--- src/rtl/img_restorer.sv ---
// img_restorer: pipelined inverse RGB colour map with VGA timing delay and per-frame pixel counting.
// Define IMG_RESTORER_CHECK_EN to add the reference-pixel error checker.
module img_restorer #(
  parameter int   PIPE_DEPTH = 2,
  parameter int   CNT_W      = 20,
  parameter logic SYNC_IDLE  = 1'b1
) (
  input  logic             clk_i,
  input  logic             rst_i,
  input  logic             bypass_i,
  input  logic [2:0]       rgb_i,
  input  logic             de_i,
  input  logic             hsync_i,
  input  logic             vsync_i,
`ifdef IMG_RESTORER_CHECK_EN
  input  logic [2:0]       ref_rgb_i,
  output logic [CNT_W-1:0] err_cnt_o,
  output logic [CNT_W-1:0] frame_err_o,
`endif
  output logic [2:0]       rgb_o,
  output logic             de_o,
  output logic             hsync_o,
  output logic             vsync_o,
  output logic [CNT_W-1:0] px_cnt_o,
  output logic [CNT_W-1:0] frame_px_o,
  output logic             frame_done_o
);

  typedef enum logic {
    WAIT_FRAME,
    COUNT
  } state_t;

  localparam logic [CNT_W-1:0] CNT_MAX = '1;
  localparam logic [CNT_W-1:0] CNT_ONE = {{(CNT_W-1){1'b0}}, 1'b1};

  function automatic logic [2:0] inv_map(input logic [2:0] c);
    logic [2:0] r;
    unique case (c)
      3'd0: r = 3'd4;
      3'd1: r = 3'd0;
      3'd2: r = 3'd1;
      3'd3: r = 3'd3;
      3'd4: r = 3'd2;
      3'd5: r = 3'd7;
      3'd6: r = 3'd5;
      3'd7: r = 3'd6;
    endcase
    return r;
  endfunction

  logic [2:0] rgb_q [PIPE_DEPTH];
  logic       de_q  [PIPE_DEPTH];
  logic       hs_q  [PIPE_DEPTH];
  logic       vs_q  [PIPE_DEPTH];
  logic [2:0] s1_rgb;

  // Stage-1 pixel: blanking forces black, otherwise mapped or bypassed
  always_comb begin
    s1_rgb = 3'b000;
    if (de_i) begin
      s1_rgb = bypass_i ? rgb_i : inv_map(rgb_i);
    end
  end

  // Pixel/timing delay line; stage 1 takes the new pixel, the rest shift
  always_ff @(posedge clk_i) begin
    if (rst_i) begin
      for (int i = 0; i < PIPE_DEPTH; i++) begin
        rgb_q[i] <= 3'b000;
        de_q[i]  <= 1'b0;
        hs_q[i]  <= SYNC_IDLE;
        vs_q[i]  <= SYNC_IDLE;
      end
    end else begin
      rgb_q[0] <= s1_rgb;
      de_q[0]  <= de_i;
      hs_q[0]  <= hsync_i;
      vs_q[0]  <= vsync_i;
      for (int i = 1; i < PIPE_DEPTH; i++) begin
        rgb_q[i] <= rgb_q[i-1];
        de_q[i]  <= de_q[i-1];
        hs_q[i]  <= hs_q[i-1];
        vs_q[i]  <= vs_q[i-1];
      end
    end
  end

  assign rgb_o   = rgb_q[PIPE_DEPTH-1];
  assign de_o    = de_q[PIPE_DEPTH-1];
  assign hsync_o = hs_q[PIPE_DEPTH-1];
  assign vsync_o = vs_q[PIPE_DEPTH-1];

  state_t state;
  logic   vs_prev;
  logic   frame_edge;

  // Frame boundary is the falling edge of the delayed vsync
  assign frame_edge = vs_prev & ~vsync_o;

  // Frame FSM: skip the partial first frame, then count active pixels
  always_ff @(posedge clk_i) begin
    if (rst_i) begin
      state        <= WAIT_FRAME;
      vs_prev      <= SYNC_IDLE;
      px_cnt_o     <= '0;
      frame_px_o   <= '0;
      frame_done_o <= 1'b0;
    end else begin
      vs_prev      <= vsync_o;
      frame_done_o <= 1'b0;
      unique case (state)
        WAIT_FRAME: begin
          if (frame_edge) begin
            state    <= COUNT;
            px_cnt_o <= de_o ? CNT_ONE : '0;
          end
        end
        COUNT: begin
          if (frame_edge) begin
            frame_px_o   <= px_cnt_o;
            frame_done_o <= 1'b1;
            px_cnt_o     <= de_o ? CNT_ONE : '0;
          end else if (de_o && px_cnt_o != CNT_MAX) begin
            px_cnt_o <= px_cnt_o + CNT_ONE;
          end
        end
      endcase
    end
  end

`ifdef IMG_RESTORER_CHECK_EN
  logic [2:0] ref_q [PIPE_DEPTH];
  logic       byp_q [PIPE_DEPTH];
  logic       mism;

  // Reference pixel and bypass flag travel alongside the pixel
  always_ff @(posedge clk_i) begin
    if (rst_i) begin
      for (int i = 0; i < PIPE_DEPTH; i++) begin
        ref_q[i] <= 3'b000;
        byp_q[i] <= 1'b0;
      end
    end else begin
      ref_q[0] <= ref_rgb_i;
      byp_q[0] <= bypass_i;
      for (int i = 1; i < PIPE_DEPTH; i++) begin
        ref_q[i] <= ref_q[i-1];
        byp_q[i] <= byp_q[i-1];
      end
    end
  end

  assign mism = de_o & ~byp_q[PIPE_DEPTH-1]
              & (rgb_o != ref_q[PIPE_DEPTH-1]);

  // Per-frame mismatch counter, same framing as the pixel counter
  always_ff @(posedge clk_i) begin
    if (rst_i) begin
      err_cnt_o   <= '0;
      frame_err_o <= '0;
    end else begin
      unique case (state)
        WAIT_FRAME: begin
          if (frame_edge) begin
            err_cnt_o <= mism ? CNT_ONE : '0;
          end
        end
        COUNT: begin
          if (frame_edge) begin
            frame_err_o <= err_cnt_o;
            err_cnt_o   <= mism ? CNT_ONE : '0;
          end else if (mism && err_cnt_o != CNT_MAX) begin
            err_cnt_o <= err_cnt_o + CNT_ONE;
          end
        end
      endcase
    end
  end
`endif

endmodule
--- config.mk ---
export PLATFORM = sky130hd
export DESIGN_NAME = img_restorer
export DESIGN_NICKNAME = d
export VERILOG_FILES = /design/src/rtl/img_restorer.sv
export SDC_FILE = /design/constraint.sdc
export NUM_CORES = 1
export LEC_CHECK = 0
export CORE_ASPECT_RATIO = 0.6
export CORE_MARGIN = 10
export CORE_UTILIZATION = 30
export CTS_CLUSTER_DIAMETER = 120
export DETAILED_ROUTE_END_ITERATION = 16
export GPL_ROUTABILITY_DRIVEN = 1
export HOLD_SLACK_MARGIN = 0.03
export PLACE_DENSITY_LB_ADDON = 0.3
export SETUP_SLACK_MARGIN = 0.15
export SLEW_MARGIN = 20
export SYNTH_ARGS = -nofsm -noshare
export SYNTH_HDL_FRONTEND = slang
export SYNTH_SLANG_ARGS = --single-unit
--- constraint.sdc ---
create_clock -name clk_i -period 2.5 [get_ports clk_i]
set_clock_uncertainty 0.2 [all_clocks]
set_input_delay 0.5 -clock clk_i [delete_from_list [all_inputs] [get_ports clk_i]]
set_output_delay 0.5 -clock clk_i [all_outputs]
set_load 0.005 [all_outputs]
Word level (Yosys, flattened, before mapping) --
Memories as Yosys holds them, arrays and structs flattened. Index checks and enable logic that the tools add are counted.
Word-level totals: bits in read-only memories 24, logic and storage cells 49, input bits 9, register bits 43, memory bits (writable) 12, memories 5
Memories:
- (no name shown) | depth 8, width 3, read ports 1, clocked after memory_dff 0, write ports 0, line 39 | unique case (c)
- rgb_q | depth 2, width 3, read ports 2, clocked after memory_dff 0, write ports 2, line 52 | logic [2:0] rgb_q [PIPE_DEPTH];
- de_q | depth 2, width 1, read ports 2, clocked after memory_dff 0, write ports 2, line 53 | logic de_q [PIPE_DEPTH];
- hs_q | depth 2, width 1, read ports 2, clocked after memory_dff 0, write ports 2, line 54 | logic hs_q [PIPE_DEPTH];
- vs_q | depth 2, width 1, read ports 2, clocked after memory_dff 0, write ports 2, line 55 | logic vs_q [PIPE_DEPTH];
Cells by class: add/sub/neg operators 1, mux-type cells 20, bitwise logic cells 11, reductions and logical operators 4, eq/ne operators 3
Operators with widths (number):
- two-way mux 20 bit | 3
- one-hot mux 20 bit (2 select lines) | 1
- adder 20 x 1 -> 20 bit (second input constant) | 1
- inequality test 20 bit (second input constant) | 1
- two-way mux 1 bit | 12
- two-way mux 3 bit | 4
- bitwise OR 1 bit | 8
- AND reduction 2 bit | 2
- inequality test 3 x 1 -> 1 bit (second input constant) | 1
- inequality test 2 bit (second input constant) | 1
- NOT 1 bit | 2
- OR reduction 2 bit | 1
- bitwise AND 1 bit | 1
- logical AND 1 bit | 1

Depth between registers and ports, before layout --
depth in word-level cells 5, mapped depth 7, mapped depth without buffers 6

Worst setup path before layout --
No wires, ideal clock.
kind reg2reg, from reg px_cnt_o[0], to reg px_cnt_o[18], arrival time 1.696 ns, library setup time 0.128 ns, stages on the path, launching flop included 8, data required time 2.172 ns, setup slack 0.477 ns, path through dfxtp_1 ha_1 and4_1 and2_1 buf_2 a2111oi_2 xnor2_1 nor2_1
On the way: longest elaborated chain between the ends 4
Ends and longest elaborated chain:
- start, declared | line 24 | output logic [CNT_W-1:0] px_cnt_o,
- start signal, assigned | line 116 | px_cnt_o <= de_o ? CNT_ONE : '0;
- start signal, assigned | line 123 | px_cnt_o <= de_o ? CNT_ONE : '0;
- start signal, assigned | line 125 | px_cnt_o <= px_cnt_o + CNT_ONE;
- adder 20 x 1 -> 20 bit / inequality test 20 bit (equally long branches) | line 125, 124
- two-way mux 20 bit / logical AND 1 bit (equally long branches) | line 124 | end else if (de_o && px_cnt_o != CNT_MAX) begin
- two-way mux 20 bit / inequality test 3 x 1 -> 1 bit (equally long branches)
- one-hot mux 20 bit (2 select lines) / AND reduction 2 bit (equally long branches)
Several ways; a longest one is shown, not always the timed one. The select of a mux whose other input is x is not followed. A chain may end at the register's enable or synchronous reset.

Worst setup path after layout --
from reg px_cnt_o[0], to reg px_cnt_o[14]
Same word-level chain as after synthesis.

==> results.txt <==
----------------------------------------------------
[Run status]
  Outcome ... complete, no violations

[Critical path]
  WP data arrival ... roughly 2200 ps
  Endpoint class of the critical path ... register
  CP Launch Type ... register
  Classification of the worst setup path ... register to register
  Highest fanout seen on the critical path ... 8
  Worst path required time ... 2470 ps

[Power and ir drop]
  Proportion of power drawn by flip-flops and latches ... about 54%
  Sw power ... between 300 and 400 uW
  Final Power ... between 1.5 and 2 mW
  Peak VDD IR ... 0.248 mV
  Cell-internal power ... between 1 and 1.5 mW
  Share of total power in combinational logic ... around 4%
  Leakage component of the power ... about 1.1 nW
  Clk network pwr share ... a little over two fifths
  Net switching share of the total power ... 20.2%
  Cell Pwr Density ... between 500 and 600 nW/um^2

[Synth]
  Most instantiated library cell after synthesis ... sky130_fd_sc_hd__dfxtp_1
  Most instantiated cells after synthesis ... sky130_fd_sc_hd__dfxtp_1, sky130_fd_sc_hd__nand2_1, sky130_fd_sc_hd__a21oi_1
  Netlist cell types ... 38
  Post-synthesis cell area ... 2250 um^2
  Synthesized area per cell ... slightly below 9 um^2
  Proportion of netlist area held by the largest area contributor ... roughly half
  Post-synth EDFFs ... 0
  Cells taking the most area after synthesis ... sky130_fd_sc_hd__dfxtp_1, sky130_fd_sc_hd__nand2_1, sky130_fd_sc_hd__a21oi_1
  Fraction of registers with async set or reset after synthesis ... 0%
  Flip-flop cell with the highest count after synthesis ... sky130_fd_sc_hd__dfxtp_1
  Most area-hungry cell type in the Yosys netlist ... sky130_fd_sc_hd__dfxtp_1
  Net Count, Synth ... 270
  Post-synthesis cell count ... 258
  Synthesized flop and latch total ... 55
  Number of warnings printed during yosys synthesis ... 0
  Portion of the post-synthesis area used by sequential elements ... between 40% and 50%

[Placed design]
  Half-perimeter wire length after detailed placement ... 4440 um
  Post-place instance area ... between 2000 and 3000 um^2
  Worst Setup Slack post-DPL ... between 200 and 250 ps
  Number of buffers inserted by port buffering ... 55
  Total instance count after detailed placement ... ~410
  Routability Congestion ... 0.847

[Floorplanning]
  I/O Pins ... 56
  Width of the die ... around 130 um
  Placement Rows ... 24
  Effective utilization at floorplan ... between 30% and 40%
  Placeable core area ... about 7300 um^2
  Die outline area ... approximately 11000 um^2
  Overall die height ... just under 90 um

[Routing]
  DRC errors left ... 0
  DRT Wirelength ... just under 6000 um
  Via-per-instance ratio ... 4.62
  WL per Instance ... ~14 um
  First-pass iteration count of the detailed router ... 4
  Via total after detailed routing ... 1939
  Count of nets left with antenna violations after detail routing ... 0
  Number of DRC violations after detailed-routing iteration 0 ... between 100 and 150

[STA]
  Fin crit share ... a little under 90%
  Number of hold violations in the final report ... 0
  Highest attainable clock frequency ... 447 MHz
  Worst Max-Slew Pin Slew ... around 500 ps
  Hold_ws ... between 200 and 250 ps
  Worst path setup slack after routing ... 264 ps
  Setup Total Neg Slack ... 0 ps
  Max-slew violation count ... 0
  Relative slew margins ... 66.5%
  Unrepaired setup endpoints after global routing ... yes
  Final setup violation count ... 0
  Time the final worst path needs with I/O delays and setup ... 2240 ps

[Clock tree]
  Maximum clock path buffer count ... 2
  Number of gates resized after CTS ... 0
  CTS tree ... yes
  Clock latency at the later pin of the worst-skew pair ... 290 ps
  CTS Hold Buffers Added ... 0
  Total number of clock tree sinks ... 55
  Worst-path clk slew ... approximately 60 ps
  Number of buffers inserted during clock tree synthesis ... 5
  Deepest level of the CTS H-tree ... 2
  Buffer type at the clock tree root ... sky130_fd_sc_hd__clkbuf_16
  Post-CTS setup buffer count ... 0

[Finish]
  Number of diodes ... 0
  Non-filler cells, final ... 420
  Final net count ... about 330
  Final cell area excluding filler cells ... about 3100 um^2
  Share of post-route cells with drive strength above 1 ... around a tenth
  Final Core Density ... a little over two fifths
  Area added between synthesis and finish ... 37.9%
  Fill cell count ... roughly 770

[GRT]
  Global-route wire length before repair ... a little under 10000 um
  Number of antenna violations at the first check in global routing ... 0
  Pin count of the biggest net entering global routing ... 34
  GR Overflow Total ... 0
  Via count of the first global-routing pass ... between 1500 and 2000
  Overall Global Routing Usage ... 10.6%

[Job]
  Maxcap violations ... 0

[Hold path]
  HP Class ... register to register

----------------------------------------------------
## worst paths after layout
kind	start	end	slack (ps)	cells past startpoint
min reg2reg	vs_q[0][0]	vs_q[0][1]	210	1
min	vs_q[0][0]	vs_q[0][1]	210	1
max	px_cnt_o[0]	px_cnt_o[14]	260	6
max reg2reg	px_cnt_o[0]	px_cnt_o[14]	260	6
## layout by cell type (no fill, tap or decap), drive strengths merged
cell and n:
ha 3, o211a 1, nand3 7, and2 6, xnor2 11, nor4b 2
xor2 2, a22oi 1, and4 3, clkbuf 6, nand2 53, a21oi 29
dfxtp 55, o21ai 2, or2 6, nand4 3, nor4 3, clkinv 1
a311oi 3, and3 5, or3 2, or4 3, o211ai 1, buf 13
o31a 1, inv 4, a2111oi 2, nor2 17, nor2b 5, clkdlybuf4s50 55
nor3 1, a211oi 2, nand4b 1, a31oi 2, o2111a 2, nand2b 1
o31ai 2
## per-layer routing
metal / part of all wire, % / up-vias / GRT usage [%]
met2: 41 / 51 / 15.7
met5: 0 / - / 0
met4: 1.2 / 0 / 3.32
met3: 8.6 / 7 / 5.24
li1: - / 1001 / -
met1: 50 / 880 / 13.2
## worst max-delay path, stage by stage, from the launching register on
cell                      delay (ps)
sky130_fd_sc_hd__dfxtp_1         460
sky130_fd_sc_hd__ha_1            250
sky130_fd_sc_hd__and4_1          340
sky130_fd_sc_hd__nand2_2         170
sky130_fd_sc_hd__nor4b_1         460
sky130_fd_sc_hd__xnor2_1         170
sky130_fd_sc_hd__nor2_1           60
## power groups by stage
stage                     logic (mW)  registers (mW)  clock network, mW
final                         0.0655           0.892              0.684
after detailed placement      0.0667           0.911                  0
after floorplan               0.0342           0.910                  0
after CTS                     0.0668           0.891              0.715
after global placement        0.0653           0.911                  0
after global routing          0.0728           0.892              0.761
## state kept, by name, summed over array words and instances (netlist names)
| signal | flops |
|---|---|
| de_q | 2 |
| frame_px_o | 20 |
| frame_done_o | 1 |
| vs_q | 2 |
| px_cnt_o | 20 |
| state | 1 |
| hs_q | 2 |
| rgb_q | 6 |
| vs_prev | 1 |
## cell families after synthesis
kind of cell / count (synthesis) / synth area share [%]
AND/OR/NAND/NOR: 118 / 25.5
flip-flops: 55 / 49.0
AO/OA/AOI/OAI: 48 / 14.5
buffers and inverters: 21 / 4.23
XOR/XNOR: 13 / 5.07
adder cells (fa/ha/maj): 3 / 1.67
## layout make-up
cell class                      instances  area, um^2  share of cell area [%]
Clock inverter                          1        5.00                   0.162
Sequential cell                        55        1100                    35.5
Clock buffer                            6         139                    4.48
Multi-Input combinational cell        182        1060                    34.2
Inverter                                4        15.0                   0.485
Tap cell                              104         130                    4.20
Timing Repair Buffer                   68         648                    20.9
Note: power is estimated with default switching activity, not from simulation.
